File: src/rtl/aes_128_dec_top.sv
// ---------------------------------------------------------------------------
// aes_128_dec_top
//
// Iterative AES-128 inverse cipher. One ciphertext block is accepted, round
// keys are pulled from an external key schedule in reverse order (K10..K0),
// and the plaintext is presented after a fixed latency of 1 + ROUNDS*L
// cycles, where L = SBOX_LAT + 2 is the length of one round.
//
// Ports
//   clk        in   1    clock, rising edge
//   kill_n     in   1    asynchronous active-low reset
//   in_data    in   128  ciphertext, sampled in the accept cycle
//   in_en      in   1    start strobe, accepted only in IDLE or DONE
//   key_round  in   128  current round key, sampled whenever key_ready=1
//   key_ready  out  1    key_round consumed this cycle, source advances
//   busy       out  1    block in flight (accept cycle and DONE excluded)
//   out_data   out  128  plaintext, held until the next block completes
//   out_en     out  1    one-cycle pulse, out_data is new and valid
//
// Handshake: there is no backpressure in either direction. in_en is a
// strobe that is either accepted (key_ready=1 in the same cycle) or silently
// dropped. key_ready is a consume pulse: the key source must present the
// next round key in the cycle after each pulse. out_en is a valid-only pulse.
//
// Round structure (phase_cnt 0..L-1):
//   phase 0          InvShiftRows, S-box addresses registered
//   phase 1..LAT     wait for S-box read data
//   phase L-1        AddRoundKey, then InvMixColumns unless last round
// Byte 0 (row 0, column 0) sits at bits [127:120]; byte index = 4*col + row.
// ---------------------------------------------------------------------------
module aes_128_dec_top #(
  parameter int ROUNDS   = 10,
  parameter int SBOX_LAT = 1
) (
  input  logic         clk,
  input  logic         kill_n,
  input  logic [127:0] in_data,
  input  logic         in_en,
  input  logic [127:0] key_round,
  output logic         key_ready,
  output logic         busy,
  output logic [127:0] out_data,
  output logic         out_en
);

  localparam int L  = SBOX_LAT + 2;
  localparam int PW = $clog2(L);
  localparam int RW = $clog2(ROUNDS + 1);

  // Inverse S-box, byte b at bits [2047-8*b -: 8].
  localparam logic [2047:0] INV_SBOX = {
    128'h52096ad53036a538bf40a39e81f3d7fb,
    128'h7ce339829b2fff87348e4344c4dee9cb,
    128'h547b9432a6c2233dee4c950b42fac34e,
    128'h082ea16628d924b2765ba2496d8bd125,
    128'h72f8f66486689816d4a45ccc5d65b692,
    128'h6c704850fdedb9da5e154657a78d9d84,
    128'h90d8ab008cbcd30af7e45805b8b34506,
    128'hd02c1e8fca3f0f02c1afbd0301138a6b,
    128'h3a9111414f67dcea97f2cfcef0b4e673,
    128'h96ac7422e7ad3585e2f937e81c75df6e,
    128'h47f11a711d29c5896fb7620eaa18be1b,
    128'hfc563e4bc6d279209adbc0fe78cd5af4,
    128'h1fdda8338807c731b11210592780ec5f,
    128'h60517fa919b54a0d2de57a9f93c99cef,
    128'ha0e03b4dae2af5b0c8ebbb3c83539961,
    128'h172b047eba77d626e169146355210c7d
  };

  typedef enum logic [1:0] {
    ST_IDLE  = 2'd0,
    ST_ROUND = 2'd1,
    ST_DONE  = 2'd2
  } state_e;

  // -------------------------------------------------------------------------
  // Datapath functions
  // -------------------------------------------------------------------------
  function automatic logic [7:0] inv_sbox(input logic [7:0] b);
    return INV_SBOX[2047 - 8*int'(b) -: 8];
  endfunction

  function automatic logic [7:0] xtime(input logic [7:0] b);
    return {b[6:0], 1'b0} ^ (b[7] ? 8'h1b : 8'h00);
  endfunction

  // Row r is rotated right by r positions.
  function automatic logic [127:0] inv_shift_rows(input logic [127:0] s);
    logic [127:0] o;
    o = '0;
    for (int c = 0; c < 4; c++) begin
      for (int r = 0; r < 4; r++) begin
        o[127 - 8*(4*c + r) -: 8] = s[127 - 8*(4*((c - r + 4) % 4) + r) -: 8];
      end
    end
    return o;
  endfunction

  function automatic logic [127:0] inv_sub_bytes(input logic [127:0] s);
    logic [127:0] o;
    o = '0;
    for (int i = 0; i < 16; i++) begin
      o[127 - 8*i -: 8] = inv_sbox(s[127 - 8*i -: 8]);
    end
    return o;
  endfunction

  // Multiples by 09/0b/0d/0e built from one shared x2/x4/x8 chain per byte.
  function automatic logic [31:0] inv_mix_column(input logic [31:0] col);
    logic [7:0] a  [4];
    logic [7:0] m9 [4];
    logic [7:0] mb [4];
    logic [7:0] md [4];
    logic [7:0] me [4];
    logic [7:0] x2, x4, x8;
    for (int i = 0; i < 4; i++) begin
      a[i]  = col[31 - 8*i -: 8];
      x2    = xtime(a[i]);
      x4    = xtime(x2);
      x8    = xtime(x4);
      m9[i] = x8 ^ a[i];
      mb[i] = x8 ^ x2 ^ a[i];
      md[i] = x8 ^ x4 ^ a[i];
      me[i] = x8 ^ x4 ^ x2;
    end
    return {me[0] ^ mb[1] ^ md[2] ^ m9[3],
            m9[0] ^ me[1] ^ mb[2] ^ md[3],
            md[0] ^ m9[1] ^ me[2] ^ mb[3],
            mb[0] ^ md[1] ^ m9[2] ^ me[3]};
  endfunction

  function automatic logic [127:0] inv_mix_columns(input logic [127:0] s);
    logic [127:0] o;
    o = '0;
    for (int c = 0; c < 4; c++) begin
      o[127 - 32*c -: 32] = inv_mix_column(s[127 - 32*c -: 32]);
    end
    return o;
  endfunction

  // -------------------------------------------------------------------------
  // State
  // -------------------------------------------------------------------------
  state_e         state_q, state_d;
  logic [127:0]   data_q, data_d;
  logic [RW-1:0]  round_cnt_q, round_cnt_d;
  logic [PW-1:0]  phase_cnt_q, phase_cnt_d;
  logic [127:0]   out_data_q, out_data_d;
  logic [127:0]   sbox_q [SBOX_LAT];
  logic [127:0]   sbox_d [SBOX_LAT];
  // Low for the first edge after kill_n release so that an in_en already
  // high while reset is lifted is not taken as a start.
  logic           arm_q;

  logic           accept;
  logic           last_phase;
  logic [127:0]   ark;

  // S-box ROM: addresses captured in phase 0, data walks down the pipe and is
  // consumed from the last stage in the final phase of the round.
  always_comb begin
    sbox_d[0] = sbox_q[0];
    if (state_q == ST_ROUND && phase_cnt_q == '0) begin
      sbox_d[0] = inv_sub_bytes(inv_shift_rows(data_q));
    end
    for (int i = 1; i < SBOX_LAT; i++) begin
      sbox_d[i] = sbox_q[i-1];
    end
  end

  // Control FSM next-state and outputs.
  always_comb begin
    state_d     = state_q;
    data_d      = data_q;
    round_cnt_d = round_cnt_q;
    phase_cnt_d = phase_cnt_q;
    out_data_d  = out_data_q;
    key_ready   = 1'b0;
    accept      = arm_q && in_en && (state_q == ST_IDLE || state_q == ST_DONE);
    last_phase  = (state_q == ST_ROUND) && (phase_cnt_q == PW'(L - 1));
    ark         = sbox_q[SBOX_LAT-1] ^ key_round;

    unique case (state_q)
      ST_IDLE, ST_DONE: begin
        state_d = ST_IDLE;
        if (accept) begin
          // Initial AddRoundKey with K10 happens in the accept cycle.
          state_d     = ST_ROUND;
          data_d      = in_data ^ key_round;
          round_cnt_d = RW'(ROUNDS - 1);
          phase_cnt_d = '0;
          key_ready   = 1'b1;
        end
      end
      ST_ROUND: begin
        if (last_phase) begin
          key_ready   = 1'b1;
          phase_cnt_d = '0;
          if (round_cnt_q == '0) begin
            out_data_d = ark;
            state_d    = ST_DONE;
          end else begin
            data_d      = inv_mix_columns(ark);
            round_cnt_d = round_cnt_q - RW'(1);
          end
        end else begin
          phase_cnt_d = phase_cnt_q + PW'(1);
        end
      end
      default: state_d = ST_IDLE;
    endcase
  end

  always_ff @(posedge clk or negedge kill_n) begin
    if (!kill_n) begin
      state_q     <= ST_IDLE;
      data_q      <= '0;
      round_cnt_q <= '0;
      phase_cnt_q <= '0;
      out_data_q  <= '0;
      arm_q       <= 1'b0;
      for (int i = 0; i < SBOX_LAT; i++) begin
        sbox_q[i] <= '0;
      end
    end else begin
      state_q     <= state_d;
      data_q      <= data_d;
      round_cnt_q <= round_cnt_d;
      phase_cnt_q <= phase_cnt_d;
      out_data_q  <= out_data_d;
      arm_q       <= 1'b1;
      for (int i = 0; i < SBOX_LAT; i++) begin
        sbox_q[i] <= sbox_d[i];
      end
    end
  end

  assign busy     = (state_q == ST_ROUND);
  assign out_en   = (state_q == ST_DONE);
  assign out_data = out_data_q;

endmodule

File: config.mk
export PLATFORM = sky130hd
export DESIGN_NAME = aes_128_dec_top
export DESIGN_NICKNAME = d
export VERILOG_FILES = /design/src/rtl/aes_128_dec_top.sv
export SDC_FILE = /design/constraint.sdc
export NUM_CORES = 2
export LEC_CHECK = 0
export CAP_MARGIN = 40
export CORE_UTILIZATION = 39
export CTS_BUF_LIST = sky130_fd_sc_hd__clkbuf_16
export DETAILED_ROUTE_END_ITERATION = 10
export PLACE_DENSITY = 0.56
export REMOVE_ABC_BUFFERS = 1
export SYNTH_ARGS = -nofsm -noshare
export SYNTH_HDL_FRONTEND = slang
export SYNTH_SLANG_ARGS = --single-unit
File: constraint.sdc
create_clock -name clk -period 4.75 [get_ports clk]
set_input_delay 0.95 -clock clk [delete_from_list [all_inputs] [get_ports clk]]
set_output_delay 0.95 -clock clk [all_outputs]
set_load 0.01 [all_outputs]
==> flow_metrics.py <==
metrics = {
    "grt": {
        "overflow": 0,
        "top_usage_layer": "met2",
        "grt_pass1_wl_um": 627500,
        "grt_max_degree": 136,
        "grt_pass1_vias": 86670,
        "antenna_found_initial": 17,
        "use_met3": 0.07938,
        "grt_usage": 0.4120,
        "grt_use_met1": 0.5541,
        "met2_usage": 0.6302,
    },
    "critical_path": {
        "arrival_ns": 4.55,
        "cp_common_cell": "a311oi_1",
        "critPathTopFamily": "compound AO/OA/AOI/OAI gates",
        "reg2reg_depth": 9,
        "crit_path_end": "sbox_q[21]",
        "cp-startpoint": "data_q[49]",
        "end_kind": "flop",
        "cp_cell_sequence": "inv_1 > ha_1 > nand2b_1 > a31o_2 > a211oi_1 > a2111oi_0 > a311oi_1 > a311oi_1 > a21o_1",
        "startpoint_type": "flop",
        "cp_data_required_time_ns": 5.36,
        "reg2reg_slack_ns": 0.80,
        "timing.rr.end": "sbox_q[21]",
        "worstPathMaxFanout": 19,
        "crit_cells": 9,
        "critical-path-max-stage-delay_ns": 0.87,
        "critical_path_class": "reg -> reg",
        "critPathSlowestCell": "ha_1",
        "r2r_start": "data_q[49]",
        "path_buf_inv": 1,
    },
    "logic_synthesis": {
        "synth_top_area_frac": 0.1265,
        "ys_warn_count": 0,
        "synth_edf_count": 0,
        "synth_cells": 10990,
        "synth-xor-area-share": 0.1423,
        "yosys_register_bits": 393,
        "synth_compound_area_frac": 0.3569,
        "synth.top_cells.by_area": "dfrtp_1 13%, xnor2_1 7.9%, a21oi_1 6.8%",
        "synth.yosys.seq_area_share": 0.1265,
        "synth_mux_area_frac": 0.05456,
        "postSynth.asyncResetShare": 1.000,
        "synth_top_family_by_area": "compound AO/OA/AOI/OAI gates",
        "synth_cell_types": 92,
        "synth.avg_cell_area_um2": 7.070,
        "yosys.area_share.adder": 0.04653,
        "synth-main-ff-cell": "dfrtp_1",
        "yosysTopAreaCell": "dfrtp_1",
        "mappedNetlistArea_mm2": 0.07772,
        "synth-simple-area-share": 0.2051,
    },
    "clocking": {
        "numCtsBuffers": 53,
        "cts_tree": "yes",
        "clock_path_buffers": 3,
        "cts_sinks": 393,
        "cts_resized": 0,
        "cts-root-buf": "clkbuf_16",
        "cts.hold.buffers_added": 0,
        "clock_latency_ns": 0.70,
        "cts_setup_buffers": 0,
        "path_clk_slew_ns": 0.07,
        "htreeDepth": 2,
    },
    "cells_and_area": {
        "area.growth.synth_to_final_pct": 11.86,
        "layout.cell_area.non_filler_mm2": 0.08694,
        "fillers": 20450,
        "layout.nets": 11320,
        "final_util": 0.4399,
        "drive_above_1_share": 0.09261,
    },
    "place": {
        "dpl_cell_area_mm2": 0.08513,
        "portBuffers": 389,
        "dp.final_hpwl_um": 316800,
        "place_congestion": 1.032,
    },
    "timing": {
        "fmax_mhz": 253.5,
        "hold_viol": 0,
        "max_slew.worst_pin.slew_ns": 0.9719,
        "setup_violations": 0,
        "tns_ns": 0,
        "maxSlewViolCount": 0,
        "hold_ws_ns": 0.3157,
        "slew_headroom": 0.3521,
        "min_period_ns": 3.945,
        "finClkSkew_ns": 0.03527,
        "grt_setup_unrepaired": "no",
        "fin_crit_sh": 0.8306,
    },
    "min_path": {
        "min_path_type": "in -> async",
    },
    "die": {
        "dieHeight_um": 448.4,
        "io_pins": 390,
        "die-area_mm2": 0.2011,
        "die_w_um": 448.4,
        "core-area_mm2": 0.1976,
        "initial_utilization": 0.3933,
        "rows": 163,
    },
    "drt": {
        "post_drt_wl_per_cell_um": 32.26,
        "vias": 94110,
        "via_per_inst": 6.989,
        "first_iter_violations": 15660,
        "ant_nets": 0,
        "detail_route.wirelength_um": 434400,
        "drc_errors": 0,
        "dr.pass1.iters": 9,
    },
    "run": {
        "cap_violations": 0,
    },
    "outcome": {
        "status": "completed",
    },
}
[synth_stat cells, drive strengths merged (170+ instances only)]
master	count
a311oi	190
nor3	325
o21ai	1040
dfrtp	393
nand2b	275
clkbuf	1058
nand2	924
xnor2	729
nand3	281
ha	289
a21oi	1055
buf	170
a211oi	249
xor2	185
nor2	862
o211ai	263
nor2b	254
a31oi	233
[worst reg2reg max path, stage by stage (launching register included)]
cell and delay [ns]:
dfrtp_1 0.79, inv_1 0.33, ha_1 0.87, nand2b_1 0.34
a31o_2 0.28, a211oi_1 0.07, a2111oi_0 0.43, a311oi_1 0.13
a311oi_1 0.50, a21o_1 0.13
[sequential cells by signal, summed over array words and instances, names as in the netlist]
name,flops
state_q,2
sbox_q,128
data_q,128
phase_cnt_q,2
arm_q,1
out_data,128
round_cnt_q,4
[metrics by stage]
step / setup slack [ns] / instances
finish: 0.8047 / 13470
global route: 0.6968 / 13460
CTS: 0.8749 / 13460
detailed placement: 0.5371 / 13360
global placement: 0.5347 / 13340
floorplan: -2.908 / 9765
[worst min-delay path by stage]
stage               slack, ns        endpoint  depth (start not counted)            from
detailed placement       0.49      sbox_q[65]                          2      sbox_q[65]
floorplan                0.46  round_cnt_q[0]                          1  round_cnt_q[0]
finish                   0.32    out_data[20]                          1          kill_n
global placement         0.47     data_q[103]                          1     data_q[103]
global route             0.36    out_data[20]                          1          kill_n
CTS                      0.33    out_data[20]                          1          kill_n
[per-layer routing]
layer	part of all wire	wire (um)
met1	0.40	171800
met2	0.44	189100
met3	0.11	47530
met4	0.060	25850
met5	0.00027	116
[logic make-up (layout without fill, tap and decap cells)]
family,Yosys count,in the layout
AO/OA/AOI/OAI,4243,4243
AND/OR/NAND/NOR,3365,3365
adder cells (fa/ha/maj),289,289
XOR/XNOR,1037,1037
other,1,8
buffers and inverters,1403,1229
flip-flops,393,393
multiplexers,262,262
[cell usage in the layout, fill, tap and decap left out, types with 233 or more instances in the layout]
cell | synthesis | final
buf_4 | 0 | 531
nor3_1 | 325 | 324
nor2b_1 | 254 | 254
a21oi_1 | 1055 | 1055
clkdlybuf4s50_1 | 0 | 388
xnor2_1 | 699 | 699
nand2b_1 | 275 | 274
a211oi_1 | 249 | 249
ha_1 | 289 | 289
a31oi_1 | 233 | 233
nand2_1 | 924 | 922
o21ai_0 | 959 | 958
o211ai_1 | 263 | 263
nand3_1 | 281 | 281
nor2_1 | 862 | 859
dfrtp_1 | 393 | 335
[final cells by class]
type / count / area, um2 / area share
diodes: 7 / 17.52 / 0.0002015
clock buffers: 55 / 1376 / 0.01583
clock inverters: 45 / 417.9 / 0.004807
inverters: 175 / 664.4 / 0.007642
multi-input cells: 9197 / 62660 / 0.7207
flip-flops and latches: 393 / 9957 / 0.1145
well taps: 2640 / 3303 / 0.03799
repair buffers: 954 / 8551 / 0.09835
Power is not shown: default switching activity piles up to over one toggle a cycle in this logic, so the estimate is an artifact.
